===== src/rtl/vr_rr_arbiter_if.sv =====
// Valid/ready bundle between N producer channels, the arbiter and one consumer.
// The slave modport is the arbiter's view; master is the surrounding fabric.
interface vr_rr_arbiter_if #(
    parameter int WIDTH = 8,
    parameter int N     = 4
);
    localparam int IDW = $clog2(N);

    logic [N-1:0]       in_valid;
    logic [N*WIDTH-1:0] in_data;
    logic [N-1:0]       in_rdy;
    logic               out_valid;
    logic [WIDTH-1:0]   out_data;
    logic [IDW-1:0]     out_id;
    logic               out_rdy;

    modport master (
        output in_valid, in_data, out_rdy,
        input  in_rdy, out_valid, out_data, out_id
    );

    modport slave (
        input  in_valid, in_data, out_rdy,
        output in_rdy, out_valid, out_data, out_id
    );
endinterface


===== src/rtl/vr_rr_arbiter.sv =====
// Round-robin merge of N valid/ready channels onto one registered output,
// with an optional burst lock that keeps the grant on one channel for up to
// BURST consecutive beats. The output register drains and reloads in the same
// cycle, so a continuously ready consumer sees one beat per clock.
module vr_rr_arbiter #(
    parameter int WIDTH = 8,
    parameter int N     = 4,
    parameter int BURST = 1
) (
    input  logic           clk,
    input  logic           rst,
    vr_rr_arbiter_if.slave bus
);
    localparam int IDW = $clog2(N);
    localparam int CW  = $clog2(BURST + 1);

    logic             r_out_valid;
    logic [WIDTH-1:0] r_out_data;
    logic [IDW-1:0]   r_out_id;
    logic [IDW-1:0]   r_last;
    logic [CW-1:0]    r_cnt;
    logic             r_lock;

    logic             w_can_load;
    logic [N-1:0]     w_hi_mask;
    logic [N-1:0]     w_hi_req;
    logic [IDW-1:0]   w_grant;
    logic             w_grant_vld;
    logic [N-1:0]     w_rdy;
    logic             w_accept;
    logic [CW-1:0]    w_cnt_next;
    logic             w_lock_next;

    // Lowest-index set bit of a request vector.
    function automatic logic [IDW-1:0] f_lowest(input logic [N-1:0] v);
        logic [IDW-1:0] idx;
        idx = '0;
        for (int i = N - 1; i >= 0; i--) begin
            if (v[i]) idx = IDW'(i);
        end
        return idx;
    endfunction

    assign w_can_load = !r_out_valid || bus.out_rdy;
    assign w_hi_req   = bus.in_valid & w_hi_mask;

    // Channels strictly above the last grant come first in the rotation.
    always_comb begin
        w_hi_mask = '0;
        for (int i = 0; i < N; i++) begin
            w_hi_mask[i] = (i > int'(r_last));
        end
    end

    // Grant: held channel while locked and still valid, else rotate past last.
    always_comb begin
        w_grant     = '0;
        w_grant_vld = 1'b0;
        if (r_lock && bus.in_valid[r_last]) begin
            w_grant     = r_last;
            w_grant_vld = 1'b1;
        end else if (|w_hi_req) begin
            w_grant     = f_lowest(w_hi_req);
            w_grant_vld = 1'b1;
        end else if (|bus.in_valid) begin
            w_grant     = f_lowest(bus.in_valid);
            w_grant_vld = 1'b1;
        end
    end

    // One-hot ready to the granted channel only when the output can take it.
    always_comb begin
        w_rdy = '0;
        if (!rst && w_can_load && w_grant_vld) begin
            w_rdy[w_grant] = 1'b1;
        end
    end

    assign w_accept    = |w_rdy;
    assign w_cnt_next  = (r_lock && (w_grant == r_last)) ? (r_cnt + CW'(1)) : CW'(1);
    assign w_lock_next = (int'(w_cnt_next) < BURST);

    // Output register, rotation pointer and burst bookkeeping.
    always_ff @(posedge clk) begin
        if (rst) begin
            r_out_valid <= 1'b0;
            r_out_data  <= '0;
            r_out_id    <= '0;
            r_last      <= IDW'(N - 1);
            r_cnt       <= '0;
            r_lock      <= 1'b0;
        end else if (w_accept) begin
            r_out_valid <= 1'b1;
            r_out_data  <= bus.in_data[int'(w_grant)*WIDTH +: WIDTH];
            r_out_id    <= w_grant;
            r_last      <= w_grant;
            r_cnt       <= w_cnt_next;
            r_lock      <= w_lock_next;
        end else if (bus.out_rdy) begin
            r_out_valid <= 1'b0;
        end
    end

    assign bus.in_rdy    = w_rdy;
    assign bus.out_valid = r_out_valid;
    assign bus.out_data  = r_out_data;
    assign bus.out_id    = r_out_id;
endmodule


===== src/flat_wrapper.sv =====
// flat-port wrapper written by rule: the top's interface ports become plain ports
module vr_rr_arbiter_flat 
#(
    parameter int WIDTH = 8,
    parameter int N     = 4,
    parameter int BURST = 1
)
  (clk, rst, bus_in_valid, bus_in_data, bus_out_rdy, bus_in_rdy, bus_out_valid, bus_out_data, bus_out_id);
  vr_rr_arbiter_if #(.WIDTH(WIDTH), .N(N)) bus_i ();
  input  logic clk;
  input  logic rst;
  input wire logic [$bits(bus_i.in_valid)-1:0] bus_in_valid;
  input wire logic [$bits(bus_i.in_data)-1:0] bus_in_data;
  input wire logic [$bits(bus_i.out_rdy)-1:0] bus_out_rdy;
  output wire logic [$bits(bus_i.in_rdy)-1:0] bus_in_rdy;
  output wire logic [$bits(bus_i.out_valid)-1:0] bus_out_valid;
  output wire logic [$bits(bus_i.out_data)-1:0] bus_out_data;
  output wire logic [$bits(bus_i.out_id)-1:0] bus_out_id;
  assign bus_i.in_valid = bus_in_valid;
  assign bus_i.in_data = bus_in_data;
  assign bus_i.out_rdy = bus_out_rdy;
  assign bus_in_rdy = bus_i.in_rdy;
  assign bus_out_valid = bus_i.out_valid;
  assign bus_out_data = bus_i.out_data;
  assign bus_out_id = bus_i.out_id;
  vr_rr_arbiter #(.WIDTH(WIDTH), .N(N), .BURST(BURST)) u_core (.clk(clk), .rst(rst), .bus(bus_i));
endmodule

===== config.mk =====
export PLATFORM = sky130hd
export DESIGN_NAME = vr_rr_arbiter_flat
export DESIGN_NICKNAME = d
export VERILOG_FILES = /design/src/rtl/vr_rr_arbiter_if.sv /design/src/rtl/vr_rr_arbiter.sv /design/src/flat_wrapper.sv
export SDC_FILE = /design/constraint.sdc
export NUM_CORES = 1
export LEC_CHECK = 0
export CAP_MARGIN = 20
export CORE_MARGIN = 3
export CORE_UTILIZATION = 43
export DETAILED_ROUTE_END_ITERATION = 8
export PLACE_DENSITY_LB_ADDON = 0.08
export SYNTH_ARGS = -nofsm -noshare
export SYNTH_HDL_FRONTEND = slang
export SYNTH_SLANG_ARGS = --single-unit
export TNS_END_PERCENT = 10

===== constraint.sdc =====
create_clock -name clk -period 7 [get_ports clk]
set_input_delay 1.75 -clock clk [delete_from_list [all_inputs] [get_ports clk]]
set_output_delay 1.75 -clock clk [all_outputs]
set_load 0.1 [all_outputs]

-- Yosys cells after proc, flatten, opt, wreduce, memory -nomap -nowiden
Index checks and enable logic that the tools add are counted.
- output and inout bits: 15
- logic and storage cells: 51
- input bits: 39
- bits in registers: 15
- bitwise logic cells: 1
- order comparisons: 7
- equality and inequality tests: 1
- muxes and demuxes: 22
- reduce and logical (&&, ||, !) cells: 12
- shift-type cells: 1
- add/subtract/negate cells: 1
- operators by type and width (operator ; count):
    $shiftx 32x6->8 ; 1
    $mux 2 ; 11
    $reduce_or 4->1 ; 3
    $mux 1 ; 8
    $lt 2x3->1 const B ; 2
    $logic_and 1x1->1 ; 5
    $and 4x4->4 ; 1
    $gt 2x2->1 const A ; 2
    $mux 4 ; 1
    $bmux 1 s2 ; 1
    $demux 1 s2 ; 1
    $eq 2x2->1 ; 1
    $ge 2x1->1 const B ; 1
    $gt 1x2->1 const A ; 1
    $logic_not 1->1 ; 2
    $reduce_bool 2->1 ; 1
    $add 1x1->1 const B ; 1
    $logic_or 1x1->1 ; 1
    $lt 1x1->1 const B ; 1

-- Logic depth before layout (Yosys ltp)
Gate-level depths: netlist of run 1.
- depth in word-level cells: 15
- depth in mapped cells: 8
- depth with buffers taken out: 6

-- Worst setup path before layout of run 1
No wires, ideal clock.
- path type: input port to output port
- start: input port bus_in_valid[3]
- end: output port bus_in_rdy[0]
- required time: 5250 ps
- stages on the path: 6
- path buffers: 2
- setup slack: 1239 ps
- arrival: 4011 ps
- cell sequence: buf_6 mux2i_2 o22ai_2 a211o_1 buf_6 nor2_1
- word-level cells in the longest chain between the ends: 12
- elaborated cells between the ends (all ways): 27
- classes of those cells: order compare: 2; mux: 19; bitwise: 1; reduce/logical: 5
- RTL lines (item ; line ; source):
    start, declared ; flat_wrapper.sv:12 ; input wire logic [$bits(bus_i.in_valid)-1:0] bus_in_valid;
    $mux 2 or $and 4x4->4 (tied branches) ; vr_rr_arbiter.sv:39, vr_rr_arbiter.sv:45 ;
    $mux 2 (3 in series) ; vr_rr_arbiter.sv:39 ; if (v[i]) idx = IDW'(i);
    $mux 2, on equally long branches ; vr_rr_arbiter.sv:65, vr_rr_arbiter.sv:39 ;
    $mux 2 ; vr_rr_arbiter.sv:62 ; end else if (|w_hi_req) begin
    $mux 2 ; vr_rr_arbiter.sv:59 ; if (r_lock && bus.in_valid[r_last]) begin
    $lt 2x3->1 (not written as such) or $ge 2x1->1 (tied branches) ; vr_rr_arbiter.sv:75 ; w_rdy[w_grant] = 1'b1;
    $logic_and 1x1->1 (not written as such) ; vr_rr_arbiter.sv:75 ;
    $mux 1 (not written as such) ; vr_rr_arbiter.sv:75 ;
    $demux 1 s2 ; - ;
    $mux 4 * ; vr_rr_arbiter.sv:74 ; if (!rst && w_can_load && w_grant_vld) begin
    end, declared ; flat_wrapper.sv:15 ; output wire logic [$bits(bus_i.in_rdy)-1:0] bus_in_rdy;
Mark *: on every way between the ends. The rest lies on a longest branch, timed or not. The select of a mux whose other input is x is not followed.

-- Worst setup path after layout of run 1
Ends and elaborated chain as after synthesis.

==> summary.txt, run 1 <==
Die
  – I/O pin total: 54
  – Die width: 55.9 µm
  – Die area: 3120 µm²
  – Effective utilization at floorplan: 0.469
  – DIE HEIGHT: 55.9 µm
  – Cell Rows: 17
  – Core area: 2280 µm²

Placed design
  – Placer Congestion: 0.853
  – PortBufs: 53
  – Final HPWL DP: 2.26 mm

Yosys
  – Yosys cell types: 37
  – Post-synth top cells: dfxtp_1, inv_1, nor2_1
  – EDFF count, synth: 0
  – Cells after Synth: 118
  – Synth area leaders: dfxtp_1, o221ai_2, mux2i_1
  – Sequential area share after synthesis: 0.281
  – Area share of the leading cell type in the synthesized netlist: 0.281
  – Synth Cell Area: 1070 µm²
  – Synth Area per Inst: 9.06 µm²
  – Yosys reg bits: 15
  – Cell with the most instances after synthesis: dfxtp_1
  – Area leader, netlist: dfxtp_1
  – Asr flop ratio synth: 0
  – Synth warnings: 0
  – Synth Net Count: 157
  – Top FF cell, synth: dfxtp_1

Critical path
  – CP max FO: 11
  – CP max stage cell: clkdlybuf4s50_1
  – CP Buf/Inv Count: 2
  – Reg2reg end: u_core.bus.out_id[1]
  – R2R depth: 6
  – Critical Path Max Stage Delay: 0.61 ns
  – Top delay family on crit path: compound AO/OA/AOI/OAI gates
  – Crit start category: primary input
  – CP required: 5.25 ns
  – Worst Setup End Kind: output port
  – Worst Path Arrival: 4.05 ns
  – Reg2Reg Launch Point: u_core.r_last[1]
  – Crit Path Category: primary input to output port
  – Critical-path cell list: clkdlybuf4s50_1 > mux2i_2 > o22ai_2 > a211oi_2 > a211o_1 > nor2_1 > buf_4
  – R2R Setup Slk: 4.72 ns

STA
  – Worst slew pin tran: 0.989 ns
  – Max Slew Vio Count: 0
  – Part of the cycle the worst path needs: 0.829
  – Final hold violation count: 0
  – Final min period: 5.80 ns
  – Slew Limit Headroom: 0.338
  – # setup viols final: 0
  – Fmax: 172 MHz
  – Clock Skew: 0.0128 ns
  – Setup TNS: 0 ns
  – RSZ-0062 raised after global routing: false

GRT
  – Vias in the first global route: 1,181
  – First-pass GRT wire length: 5.07 mm
  – Antenna violations before repair: 0
  – Global-route usage over all layers: 0.199
  – Largest net degree at the start of global routing: 15
  – Grt ovf: 0

CTS
  – Post_cts resized: 0
  – Number of post-CTS setup repair buffers: 0
  – Clk_lat worst skew: 0.30 ns
  – H-Tree Depth: 1
  – Clock-pin slew on the worst setup and hold paths: 0.11 ns
  – CTS tree: done
  – Clk buf depth: 2
  – Root Driver: clkbuf_4
  – Post-CTS Hold Fix Bufs: 0
  – TritonCTS buffer count: 3
  – Clock sink count: 15

Min path
  – HP Class: register to register
  – Hold Path End: u_core.r_cnt
  – Min-Delay Startpoint: u_core.r_cnt
  – Hold path cells: 2

Route
  – Post-route DRC: 0
  – 1st-iter DRT viols: 27
  – Antenna Violating Nets Remaining: 0
  – DR vias/cell: 5.66
  – Average wire per standard cell: 15.2 µm
  – Routed vias: 1,098
  – Drt first pass iters: 4
  – Detailed-route wire length: 2.95 mm

Power
  – Cell Pwr Density: 245 nW/µm²
  – VDD IR max: 197 µV
  – Leakage: 0.639 nW

Final layout
  – Layout Nets: 206
  – Share of cells above drive strength 1: 0.175
  – Final Util: 0.693
  – Antenna cells: 0
  – Area grow syn2layout: 47.7%

Run status
  – Status: finished clean

Flow run
  – Max Cap Violations: 0
[tightest hold or removal path, delay by kind of cell, from the launching register on]
| kind | cells | cell delay (ns) |
|---|---|---|
| compound gates | 1 | 0.06 |
| flops | 1 | 0.33 |
| simple gates | 1 | 0.06 |
[power by group]
part	switching, W	internal (W)
Combinational	0.000150	0.0000708
Clock	0.0000311	0.0000213
Sequential	0.0000131	0.0000997
[metal layers]
| metal | track usage | up-vias | wire (µm) |
|---|---|---|---|
| li1 | - | 532 | - |
| met1 | 0.201 | 521 | 1110 |
| met2 | 0.380 | 39 | 1550 |
| met3 | 0.0557 | 6 | 246 |
| met4 | 0.0746 | 0 | 52 |
| met5 | 0 | - | 0 |
[state kept, by name, indices dropped and copies added, names as in the netlist]
register and count:
u_core.r_lock 1, u_core.bus.out_id 2, u_core.r_last 2, u_core.bus.out_data 8, u_core.r_cnt 1, u_core.bus.out_valid 1
[layout make-up]
cell class | instances | area (µm²)
multi-input combinational | 79 | 634
clock buffer | 3 | 22.5
tap | 28 | 35.0
fill | 195 | 698
sequential | 15 | 300
timing repair buffer | 54 | 528
clock inverter | 1 | 5.00
inverter | 14 | 52.6
[layout by cell type, fill, tap and decap left out]
cell type / synthesis / final
nor2_2: 1 / 1
a211o_1: 1 / 1
o21ai_0: 1 / 1
mux2i_2: 1 / 1
o221ai_2: 8 / 8
buf_4: 1 / 5
o211ai_1: 1 / 1
a32o_2: 1 / 1
a21o_1: 1 / 1
nor3_1: 3 / 3
and2_1: 1 / 1
o22ai_1: 1 / 1
clkdlybuf4s50_1: 0 / 49
a21oi_1: 5 / 5
nor2b_1: 1 / 1
a32oi_1: 8 / 8
and2_2: 1 / 1
nand2_1: 4 / 4
clkbuf_4: 0 / 3
nand4_1: 2 / 2
a211oi_4: 1 / 1
dfxtp_1: 15 / 15
and3_2: 1 / 1
nor2_1: 11 / 11
a32o_1: 1 / 1
a31oi_1: 1 / 1
o22ai_2: 2 / 2
o31ai_1: 2 / 2
clkinv_2: 0 / 1
nor3_2: 1 / 1
inv_2: 2 / 2
a2bb2oi_1: 1 / 1
inv_1: 12 / 12
mux2i_1: 9 / 9
and3_1: 1 / 1
a211oi_2: 1 / 1
nand2b_1: 6 / 6
[stage by stage]
stage                     hold slack (ns)  worst slack, ns  std cells  instance area (µm²)  power [W]
after floorplan                     0.449             1.24        118                 1070   0.000282
after global placement              0.462             1.30        190                 1550   0.000333
after detailed placement            0.469             1.21        190                 1550   0.000335
after CTS                           0.487             1.21        194                 1580   0.000389
after global routing                0.510             1.04        194                 1580   0.000405
final                               0.484             1.20        194                 1580   0.000386
[worst max path at each step]
stage               startpoint             to  slack (ns)  depth (start not counted)
3_3_place_gp   bus_in_valid[3]  bus_in_rdy[0]        1.30                          7
4_1_cts        bus_in_valid[3]  bus_in_rdy[0]        1.21                          7
3_5_place_dp   bus_in_valid[3]  bus_in_rdy[0]        1.21                          7
6_report       bus_in_valid[3]  bus_in_rdy[0]        1.20                          7
5_1_grt        bus_in_valid[3]  bus_in_rdy[0]        1.04                          7
2_1_floorplan  bus_in_valid[3]  bus_in_rdy[0]        1.24                          6
[logic make-up (layout without fill, tap and decap cells)]
group | count (synthesis) | in the layout | share of synthesized area
buffers and inverters | 24 | 72 | 0.125
AOI/OAI and AO/OA | 36 | 36 | 0.336
and+or+nand+nor | 33 | 33 | 0.160
muxes | 10 | 10 | 0.0972
DFF | 15 | 15 | 0.281
Note: power is estimated with default switching activity, not from simulation.
==> inputs of run 2 (changes only) <==
CORE_UTILIZATION = 40   (was 43)
clock period = 5.7 ns   (was 7 ns; I/O delays follow)
==> summary.txt, run 2 (synthesis gave the netlist of run 1 again) <==
Critical path
  – R2R Setup Slk: 3.41 ns (-1.31 ns)
  – Worst Setup End Kind: output port
  – R2R depth: 7 (+1)
  – Reg2Reg Launch Point: u_core.r_last[1]
  – Reg2reg end: u_core.bus.out_id[1]
  – Top delay family on crit path: buffers and inverters
  – CP Buf/Inv Count: 3 (+1)
  – Worst Path Arrival: 3.67 ns (-0.38 ns)
  – Critical Path Max Stage Delay: 0.61 ns (about the same)
  – Crit start category: primary input
  – CP required: 4.28 ns (-0.97 ns)
  – Crit Path Category: primary input to output port
  – Critical-path cell list: clkdlybuf4s50_1 > mux2i_2 > o22ai_2 > a211oi_2 > nand2b_1 > a21o_1 > inv_1 > buf_12
  – CP max FO: 10 (-1)
  – CP max stage cell: clkdlybuf4s50_1

Route
  – 1st-iter DRT viols: 38 (+41%)
  – Antenna Violating Nets Remaining: 0 (unchanged)
  – Post-route DRC: 0 (unchanged)
  – Drt first pass iters: 4 (unchanged)
  – Average wire per standard cell: 14.9 µm (-2.2%)
  – Routed vias: 1,078 (-1.8%)
  – DR vias/cell: 5.47 (-3.3%)
  – Detailed-route wire length: 2.93 mm (-0.71%)

STA
  – RSZ-0062 raised after global routing: false
  – Part of the cycle the worst path needs: 0.894
  – Slew Limit Headroom: 0.346 (+0.00809)
  – Final hold violation count: 0 (unchanged)
  – Worst slew pin tran: 0.977 ns (-0.0121 ns)
  – Fmax: 196 MHz
  – Final Worst Setup Slack: 0.602 ns (-0.596 ns)
  – Max Slew Vio Count: 0 (unchanged)
  – Setup TNS: 0 ns (unchanged)
  – Final min period: 5.10 ns
  – Clock Skew: 0.00539 ns (-0.00738 ns)
  – # setup viols final: 0 (unchanged)

GRT
  – Grt ovf: 0 (unchanged)
  – Antenna violations before repair: 0 (unchanged)
  – Global-route usage over all layers: 0.188 (-0.0108)
  – Largest net degree at the start of global routing: 15 (unchanged)
  – First-pass GRT wire length: 4.93 mm (-2.9%)
  – Vias in the first global route: 1,164 (-1.4%)

Min path
  – Hold Path End: u_core.bus.out_data[7]
  – HP Class: register to register
  – Min-Delay Startpoint: u_core.bus.out_data[7]
  – Hold path cells: 2 (unchanged)

CTS
  – CTS tree: done
  – TritonCTS buffer count: 3 (unchanged)
  – Post_cts resized: 0 (unchanged)
  – Clk buf depth: 2 (unchanged)
  – Clock sink count: 15 (unchanged)
  – Number of post-CTS setup repair buffers: 0 (unchanged)
  – Post-CTS Hold Fix Bufs: 0 (unchanged)
  – H-Tree Depth: 1 (unchanged)
  – Root Driver: clkbuf_4
  – Clock-pin slew on the worst setup and hold paths: 0.09 ns (-0.02 ns)
  – Clk_lat worst skew: 0.29 ns (about the same)

Die
  – Die area: 3330 µm² (+6.7%)
  – Effective utilization at floorplan: 0.427 (-0.0421)
  – Core area: 2500 µm² (+9.8%)
  – Die width: 57.7 µm (+3.3%)
  – I/O pin total: 54 (unchanged)
  – DIE HEIGHT: 57.7 µm (+3.3%)
  – Cell Rows: 18 (+1)

Run status
  – Status: finished clean

Final layout
  – Final Util: 0.655 (-0.0381)
  – Largest register FFs: 8 (unchanged)
  – Area grow syn2layout: 53.3%
  – Fillers: 219 (+12%)
  – Most common cell after layout, fill and taps aside: clkdlybuf4s50_1
  – Layout Nets: 207 (+0.49%)
  – Share of cells above drive strength 1: 0.180 (+0.00494)
  – Commonest non-fill, non-tap cells in the layout: clkdlybuf4s50_1, dfxtp_1, inv_1, nor2_1, mux2i_1
  – Antenna cells: 0 (unchanged)

Placed design
  – PortBufs: 53 (unchanged)
  – Final HPWL DP: 2.31 mm (+2.4%)
  – Placer Congestion: 0.880 (+3.1%)
  – Pre-CTS WS: 0.628 ns (-0.585 ns)

Power
  – Int Pwr: 0.000243 W (+27%)
  – Switching Power: 0.000239 W (+23%)
  – Leakage: 0.655 nW (+2.6%)
  – Sw Ratio: 0.496 (-0.00710)
  – VDD IR max: 226 µV (+14%)
  – Clock share of power: 0.132 (-0.004)
  – Sequential power share: 0.285 (-0.007)
  – Combinational group share of total power: 0.582 (+0.010)
  – Cell Pwr Density: 294 nW/µm² (+20%)

Flow run
  – Max Cap Violations: 0 (unchanged)
-- run 2: cell type report --
type                    instances  area [µm²]  share of cell area
multi-input cells              79         634               0.387
clock inverters                 1        5.00             0.00306
flip-flops and latches         15         300               0.183
well taps                      30        37.5              0.0229
inverters                      14        52.6              0.0321
repair buffers                 55         586               0.358
clock buffers                   3        22.5              0.0138
-- run 2: stage by stage --
step                total power, W  area (µm²)  hold WS [ns]  cells
finish                    0.000482        1640         0.488    197
global route              0.000505        1640         0.514    197
CTS                       0.000487        1640         0.493    197
detailed placement        0.000421        1610         0.469    193
global placement          0.000418        1610         0.466    193
floorplan                 0.000346        1070         0.449    118
-- run 2: per-layer routing --
metal | global-route usage | vias up | share of wire
met1 | 0.221 | 497 | 0.43
li1 | - | 535 | -
met2 | 0.316 | 40 | 0.49
met4 | 0.0795 | 0 | 0.012
met5 | 0 | - | 0
met3 | 0.0557 | 6 | 0.067
-- run 2: worst max-delay path by stage --
stage                                from            end  slack, ns  cells after the start
after floorplan           bus_in_valid[3]  bus_in_rdy[0]       0.59                      6
after global placement    bus_in_valid[3]  bus_in_rdy[3]       0.68                      8
after detailed placement  bus_in_valid[3]  bus_in_rdy[1]       0.63                      7
after CTS                 bus_in_valid[3]  bus_in_rdy[3]       0.62                      8
after global routing      bus_in_valid[3]  bus_in_rdy[3]       0.41                      8
final                     bus_in_valid[3]  bus_in_rdy[3]       0.60                      8
-- run 2: worst register-to-register path: stages (launching register included) --
cell      delay, ns
dfxtp_1        0.63
mux2i_2        0.39
o22ai_2        0.17
a211oi_2       0.30
a211o_1        0.30
buf_4          0.23
inv_2          0.05
nor3_2         0.14
-- run 2: power by group through the flow --
stage	combinational, W	clock, W	sequential [W]
global route	0.000295	0.0000706	0.000140
CTS	0.000282	0.0000675	0.000137
global placement	0.000279	0	0.000139
detailed placement	0.000282	0	0.000139
finish	0.000281	0.0000639	0.000138
floorplan	0.000109	0	0.000237
==> inputs of run 3 (changes only) <==
SLEW_MARGIN = 25   (was unset)
==> results of run 3 <==
Same layout as run 2: the final DEF is identical, and so are final timing and power.
